### src/rtl/stack_pkg.sv
// Shared constants for the stack call/return controller: FSM encodings, default
// stack bounds and fault bit positions.
package stack_pkg;

  localparam int unsigned DefMemDepth   = 16;
  localparam int unsigned DefStackBase  = DefMemDepth / 2;
  localparam int unsigned DefStackLimit = DefMemDepth;

  typedef logic [2:0] state_t;

  localparam state_t StIdle    = 3'd0;
  localparam state_t StPush    = 3'd1;
  localparam state_t StPop     = 3'd2;
  localparam state_t StPopWait = 3'd3;
  localparam state_t StDone    = 3'd4;

  localparam int unsigned FaultOvfIdx = 1;
  localparam int unsigned FaultUdfIdx = 0;

endpackage

### src/rtl/stack_call_ctrl_if.sv
// Bus between the stack call controller and its neighbours (control unit, data memory, SP).
// master = controller side, slave = environment side.
interface stack_call_ctrl_if #(
  parameter int unsigned ADDR_W = 4
) ();

  logic              call_req;
  logic              ret_req;
  logic [31:0]       pc_next;
  logic [31:0]       sp;
  logic [31:0]       mem_rdata;
  logic [ADDR_W-1:0] mem_addr;
  logic [31:0]       mem_wdata;
  logic              MemWR;
  logic              MemRD;
  logic              StackOP;
  logic              busy;
  logic              done;
  logic [31:0]       pc_ret;

  modport master (
    input  call_req, ret_req, pc_next, sp, mem_rdata,
    output mem_addr, mem_wdata, MemWR, MemRD, StackOP, busy, done, pc_ret
  );

  modport slave (
    output call_req, ret_req, pc_next, sp, mem_rdata,
    input  mem_addr, mem_wdata, MemWR, MemRD, StackOP, busy, done, pc_ret
  );

endinterface

### src/rtl/stack_bounds.sv
// Combinational stack pointer range check: full at/above the limit, empty at/below the base.
module stack_bounds
  import stack_pkg::*;
#(
  parameter int unsigned STACK_BASE  = DefStackBase,
  parameter int unsigned STACK_LIMIT = DefStackLimit
) (
  input  logic [31:0] sp_i,
  output logic        is_full_o,
  output logic        is_empty_o
);

  assign is_full_o  = (sp_i >= 32'(STACK_LIMIT));
  assign is_empty_o = (sp_i <= 32'(STACK_BASE));

endmodule

### src/rtl/stack_call_ctrl.sv
// CALL/RET stack-memory initiator: single-word push/pop transactions with StackOP strobes.
// Define STACK_FAULT_EN to add the sticky fault[1:0] = {overflow, underflow} output.
module stack_call_ctrl
  import stack_pkg::*;
#(
  parameter int unsigned MEM_DEPTH   = DefMemDepth,
  parameter int unsigned STACK_BASE  = MEM_DEPTH / 2,
  parameter int unsigned STACK_LIMIT = MEM_DEPTH,
  parameter int unsigned ADDR_W      = $clog2(MEM_DEPTH)
) (
  input  logic                    clk,
  input  logic                    rst,
  stack_call_ctrl_if.master       bus
`ifdef STACK_FAULT_EN
  ,
  output logic [1:0]              fault
`endif
);

  state_t      state_q, state_d;
  logic        drop_q, drop_d;
  logic [31:0] wdata_q, wdata_d;
  logic [31:0] pc_ret_q, pc_ret_d;
  logic        is_full, is_empty;
  logic        wr_en, rd_en;

  stack_bounds #(
    .STACK_BASE  (STACK_BASE),
    .STACK_LIMIT (STACK_LIMIT)
  ) u_bounds (
    .sp_i       (bus.sp),
    .is_full_o  (is_full),
    .is_empty_o (is_empty)
  );

  // drop_q marks an accepted operation that hit a bound: the FSM still walks its states
  // so done pulses with the normal latency, but no strobe or pc_ret update happens.
  always_comb begin
    state_d  = state_q;
    drop_d   = drop_q;
    wdata_d  = wdata_q;
    pc_ret_d = pc_ret_q;
    unique case (state_q)
      StIdle: begin
        if (bus.call_req) begin
          state_d = StPush;
          wdata_d = bus.pc_next;
          drop_d  = is_full;
        end else if (bus.ret_req) begin
          state_d = StPop;
          drop_d  = is_empty;
        end
      end
      StPush:    state_d = StDone;
      StPop:     state_d = StPopWait;
      StPopWait: begin
        if (!drop_q) pc_ret_d = bus.mem_rdata;
        state_d = StDone;
      end
      StDone:    state_d = StIdle;
      default:   state_d = StIdle;
    endcase
  end

  always_ff @(posedge clk) begin
    if (rst) begin
      state_q  <= StIdle;
      drop_q   <= 1'b0;
      wdata_q  <= '0;
      pc_ret_q <= '0;
    end else begin
      state_q  <= state_d;
      drop_q   <= drop_d;
      wdata_q  <= wdata_d;
      pc_ret_q <= pc_ret_d;
    end
  end

`ifdef STACK_FAULT_EN
  logic [1:0] fault_q, fault_d;

  always_comb begin
    fault_d = fault_q;
    if (state_q == StIdle) begin
      if (bus.call_req && is_full)                     fault_d[FaultOvfIdx] = 1'b1;
      if (!bus.call_req && bus.ret_req && is_empty)    fault_d[FaultUdfIdx] = 1'b1;
    end
  end

  always_ff @(posedge clk) begin
    if (rst) fault_q <= '0;
    else     fault_q <= fault_d;
  end

  assign fault = fault_q;
`endif

  always_comb begin
    wr_en        = (state_q == StPush) && !drop_q;
    rd_en        = (state_q == StPop) && !drop_q;
    bus.MemWR    = wr_en;
    bus.MemRD    = rd_en;
    bus.StackOP  = wr_en | rd_en;
    bus.busy     = (state_q != StIdle);
    bus.done     = (state_q == StDone);
    bus.mem_wdata = wdata_q;
    bus.pc_ret    = pc_ret_q;
    bus.mem_addr  = '0;
    if (wr_en)      bus.mem_addr = bus.sp[ADDR_W-1:0];
    else if (rd_en) bus.mem_addr = bus.sp[ADDR_W-1:0] - ADDR_W'(1);
  end

endmodule

### src/flat_wrapper.sv
// flat-port wrapper written by rule: the top's interface ports become plain ports
module stack_call_ctrl_flat import stack_pkg::*;
#(
  parameter int unsigned MEM_DEPTH   = DefMemDepth,
  parameter int unsigned STACK_BASE  = MEM_DEPTH / 2,
  parameter int unsigned STACK_LIMIT = MEM_DEPTH,
  parameter int unsigned ADDR_W      = $clog2(MEM_DEPTH)
)
  (clk, rst, bus_call_req, bus_ret_req, bus_pc_next, bus_sp, bus_mem_rdata, bus_mem_addr, bus_mem_wdata, bus_MemWR, bus_MemRD, bus_StackOP, bus_busy, bus_done, bus_pc_ret);
  stack_call_ctrl_if #(.ADDR_W(ADDR_W)) bus_i ();
  input  logic clk;
  input  logic rst;
  input wire logic [$bits(bus_i.call_req)-1:0] bus_call_req;
  input wire logic [$bits(bus_i.ret_req)-1:0] bus_ret_req;
  input wire logic [$bits(bus_i.pc_next)-1:0] bus_pc_next;
  input wire logic [$bits(bus_i.sp)-1:0] bus_sp;
  input wire logic [$bits(bus_i.mem_rdata)-1:0] bus_mem_rdata;
  output wire logic [$bits(bus_i.mem_addr)-1:0] bus_mem_addr;
  output wire logic [$bits(bus_i.mem_wdata)-1:0] bus_mem_wdata;
  output wire logic [$bits(bus_i.MemWR)-1:0] bus_MemWR;
  output wire logic [$bits(bus_i.MemRD)-1:0] bus_MemRD;
  output wire logic [$bits(bus_i.StackOP)-1:0] bus_StackOP;
  output wire logic [$bits(bus_i.busy)-1:0] bus_busy;
  output wire logic [$bits(bus_i.done)-1:0] bus_done;
  output wire logic [$bits(bus_i.pc_ret)-1:0] bus_pc_ret;
  assign bus_i.call_req = bus_call_req;
  assign bus_i.ret_req = bus_ret_req;
  assign bus_i.pc_next = bus_pc_next;
  assign bus_i.sp = bus_sp;
  assign bus_i.mem_rdata = bus_mem_rdata;
  assign bus_mem_addr = bus_i.mem_addr;
  assign bus_mem_wdata = bus_i.mem_wdata;
  assign bus_MemWR = bus_i.MemWR;
  assign bus_MemRD = bus_i.MemRD;
  assign bus_StackOP = bus_i.StackOP;
  assign bus_busy = bus_i.busy;
  assign bus_done = bus_i.done;
  assign bus_pc_ret = bus_i.pc_ret;
  stack_call_ctrl #(.MEM_DEPTH(MEM_DEPTH), .STACK_BASE(STACK_BASE), .STACK_LIMIT(STACK_LIMIT), .ADDR_W(ADDR_W)) u_core (.clk(clk), .rst(rst), .bus(bus_i));
endmodule
### config.mk
export PLATFORM = sky130hd
export DESIGN_NAME = stack_call_ctrl_flat
export DESIGN_NICKNAME = d
export VERILOG_FILES = /design/src/rtl/stack_pkg.sv /design/src/rtl/stack_call_ctrl_if.sv /design/src/rtl/stack_bounds.sv /design/src/rtl/stack_call_ctrl.sv /design/src/flat_wrapper.sv
export SDC_FILE = /design/constraint.sdc
export NUM_CORES = 1
export LEC_CHECK = 0
export ABC_CLOCK_PERIOD_IN_PS = 1900
export BUFFER_PORTS_ARGS = -buffer_cell sky130_fd_sc_hd__buf_2
export CAP_MARGIN = 20
export CORE_MARGIN = 2
export CORE_UTILIZATION = 25
export DETAILED_ROUTE_END_ITERATION = 10
export MAX_ROUTING_LAYER = met4
export PLACE_DENSITY = 0.59
export SYNTH_ARGS = -nofsm -noshare
export SYNTH_HDL_FRONTEND = slang
export SYNTH_SLANG_ARGS = --single-unit
### constraint.sdc
create_clock -name clk -period 1.9 [get_ports clk]
set_input_delay 0.19 -clock clk [delete_from_list [all_inputs] [get_ports clk]]
set_output_delay 0.19 -clock clk [all_outputs]
set_load 0.1 [all_outputs]
==> flow_summary.toml <==
[run_status]
outcome = "finished, violations left"
violations = "setup timing"

[place]
dp_slack_ns = 0.110
dpl.hpwl_um = 5570
place.gp.congestion = 0.711
placement.io_buffers = 172

[detailed_routing]
dr.pass1.iters = 5
drtIter0Drc = 120
drt_wl_total_um = 7640
vias_per_cell = 4.34
wl_per_cell_um = 11.8
drc_errors = 0
num_vias = 2806
ant_nets = 0

[clock_tree]
cts_tree = "yes"
cts_max_level = 3
clk_pin_slew_worst_paths_ns = 0.07
ctsHoldBuffers = 0
numCtsBuffers = 9
cts.path.max_buffers = 2
worstSkewPairLatency_ns = 0.34
cts.sinks = 68
cts-root-buf = "clkbuf_8"

[sta]
rsz0062_at_grt = "yes"
fin_crit_ns = 1.96
drv_slew = 0
slew-limit-headroom = 0.663
period_share = 1.03
finalSetupViolations = 5
hold_ws_ns = 0.0767
fin_skew_ns = 0.00948
tightest_slew_ns = 0.509
finalWorstSetupSlack_ns = -0.0619
hold_viol = 0
fmax_mhz = 510

[worst_setup_path]
cp_slowest_cell = "or4b_4"
crit_arrival_ns = 1.77
crit_family = "simple AND/OR/NAND/NOR gates"
rr_endpoint = "u_core.drop_q"
reg2reg_depth = 5
startpoint_type = "register"
critical_path.max_fanout = 6
cp-end-kind = "output port"
crit_type = "reg2out"
cp_cell_sequence = "or4b_4 > clkinvlp_4 > nand2_2 > o21ai_2 > buf_12"
cp.required_ns = 1.71
max_stage_delay_ns = 0.58
critPathBufInv = 2
reg2reg_from = "u_core.state_q[0]"
rrSetupSlack_ns = 0.36

[global_routing]
antenna_found_initial = 0
grt_pass1_vias = 2786
grt_max_degree = 33
grt_pass1_wl_um = 12100
track_usage = 0.140
gr-total-overflow = 0

[final_layout]
antenna_cells = 0
drive_gt1_frac = 0.425
final_nets = 607
synthToLayoutAreaGrowth_pct = 54.7
n_fill_cell = 1043

[logic_synthesis]
synthesis.area_um2 = 2570
ys_seq_elements = 68
synth_area_leaders = "dfxtp_1, nand2_1, a21oi_1"
yosysUniqueCellTypes = 27
synthCells = 331
seq_area_frac_synth = 0.529
synth_top_flop_cell = "dfxtp_1"
syn_avg_cell_area_um2 = 7.77
yosysTopAreaCellShare = 0.529
yosys.area.top_type = "dfxtp_1"
async_flop_share = 0
yosysMostFrequentCell = "nand2_1"
syn-num-nets = 432
synth_common_cells = "nand2_1, dfxtp_1, a21oi_1"
synth_edf_count = 0
yosys_warnings = 0

[die]
core_area_um2 = 10100
dieWidth_um = 105
initial_core_util = 0.254
dieArea_um2 = 11100
io_pins = 173
die-height_um = 105
rows = 37

[power_and_ir_drop]
static-leakage-power_nw = 1.82
power_density_nw_per_um2 = 913
irDropWorstVdd_mv = 0.290
p_total_mw = 3.63

[worst_hold_path]
min_from = "bus_mem_rdata[2]"
whs_endpoint = "u_core.bus.pc_ret[2]"
worstHoldPathType = "in2reg"
holdPathStages = 3

[flow_run]
max_cap_viol_count = 0
worst max-delay path by stage:
stage	startpoint	to	slack (ns)	cells past startpoint
floorplan	u_core.state_q[2]	bus_mem_addr[0]	-0.92	3
global placement	u_core.drop_q	bus_mem_addr[3]	0.10	5
detailed placement	u_core.drop_q	bus_mem_addr[3]	0.11	5
CTS	u_core.drop_q	bus_mem_addr[3]	-0.13	5
global route	u_core.drop_q	bus_mem_addr[3]	-0.12	5
finish	u_core.drop_q	bus_mem_addr[3]	-0.06	5
metal layers:
layer | vias up | track usage | wire, um
met2 | 96 | 0.255 | 3910
li1 | 1435 | - | -
met3 | 15 | 0.0272 | 471
met4 | 0 | 0.0857 | 210
met1 | 1260 | 0.135 | 3050
met5 | - | - | 0
per-stage QoR:
| step | instance area [um2] | util | TNS [ns] | instances |
|---|---|---|---|---|
| floorplan | 2610 | - | -3.25 | 331 |
| global placement | 3730 | 0.368 | 0 | 626 |
| detailed placement | 3730 | 0.368 | 0 | 626 |
| CTS | 3960 | 0.391 | -0.473 | 645 |
| global route | 3980 | 0.392 | -0.521 | 647 |
| finish | 3980 | 0.392 | -0.170 | 647 |
tightest hold or removal path, cell delays in order:
cell and delay (ns):
buf_2 0.09, nand2_1 0.04, a21oi_1 0.05
cells in the final DEF (no fill, tap or decap), drive strengths merged:
| cell type | synthesis | routed |
|---|---|---|
| or4b | 1 | 1 |
| nor4 | 5 | 5 |
| and3 | 1 | 1 |
| nor3b | 3 | 3 |
| nor2b | 2 | 2 |
| a21oi | 64 | 64 |
| nor3 | 5 | 5 |
| clkinv | 0 | 1 |
| clkinvlp | 0 | 3 |
| o21ai | 7 | 7 |
| a2111oi | 2 | 2 |
| nand4 | 2 | 2 |
| inv | 5 | 4 |
| clkbuf | 15 | 13 |
| nand2b | 1 | 1 |
| and2 | 1 | 1 |
| dfxtp | 68 | 68 |
| o311a | 1 | 1 |
| nor2 | 4 | 4 |
| nor4b | 1 | 1 |
| ha | 1 | 1 |
| or2 | 1 | 1 |
| nand3 | 1 | 1 |
| nand2 | 132 | 132 |
| buf | 6 | 185 |
| o21a | 2 | 2 |
flip-flops by register name (all words and copies together) (netlist names):
| name | flops |
|---|---|
| u_core.bus.mem_wdata | 32 |
| u_core.bus.pc_ret | 32 |
| u_core.drop_q | 1 |
| u_core.state_q | 3 |
logic make-up (layout without fill, tap and decap cells):
kind of cell / after synthesis / count (layout) / synth area share
adders and majority gates: 1 / 1 / 0.00487
buffers and inverters: 26 / 206 / 0.0409
DFF: 68 / 68 / 0.529
AOI/OAI and AO/OA: 76 / 76 / 0.155
and+or+nand+nor: 160 / 160 / 0.270
area by class of cell:
cell class	instances	area, um2	area share
flip-flops and latches	68	1370	0.345
multi-input cells	237	1150	0.288
repair buffers	185	1080	0.271
well taps	136	170	0.0428
clock buffers	13	169	0.0425
inverters	5	22.5	0.00566
clock inverters	3	20.0	0.00503
timing repair:
| item | CTS | global route |
|---|---|---|
| setup buffers | 3 | 2 |
| endpoints found under the hold margin | 0 | 0 |
| pin swaps | 3 | 3 |
| gates resized for setup | 6 | 1 |
| endpoints found under the setup margin | 7 | 7 |
report_power, final:
| part | switching [mW] | total [mW] | internal (mW) | leakage (nW) |
|---|---|---|---|---|
| Clock | 0.535 | 1.11 | 0.579 | 0.0917 |
| Sequential | 0.0310 | 1.52 | 1.49 | 0.555 |
| Combinational | 0.747 | 1.00 | 0.253 | 1.17 |
No activity file was read; power rests on OpenSTA's default activity.
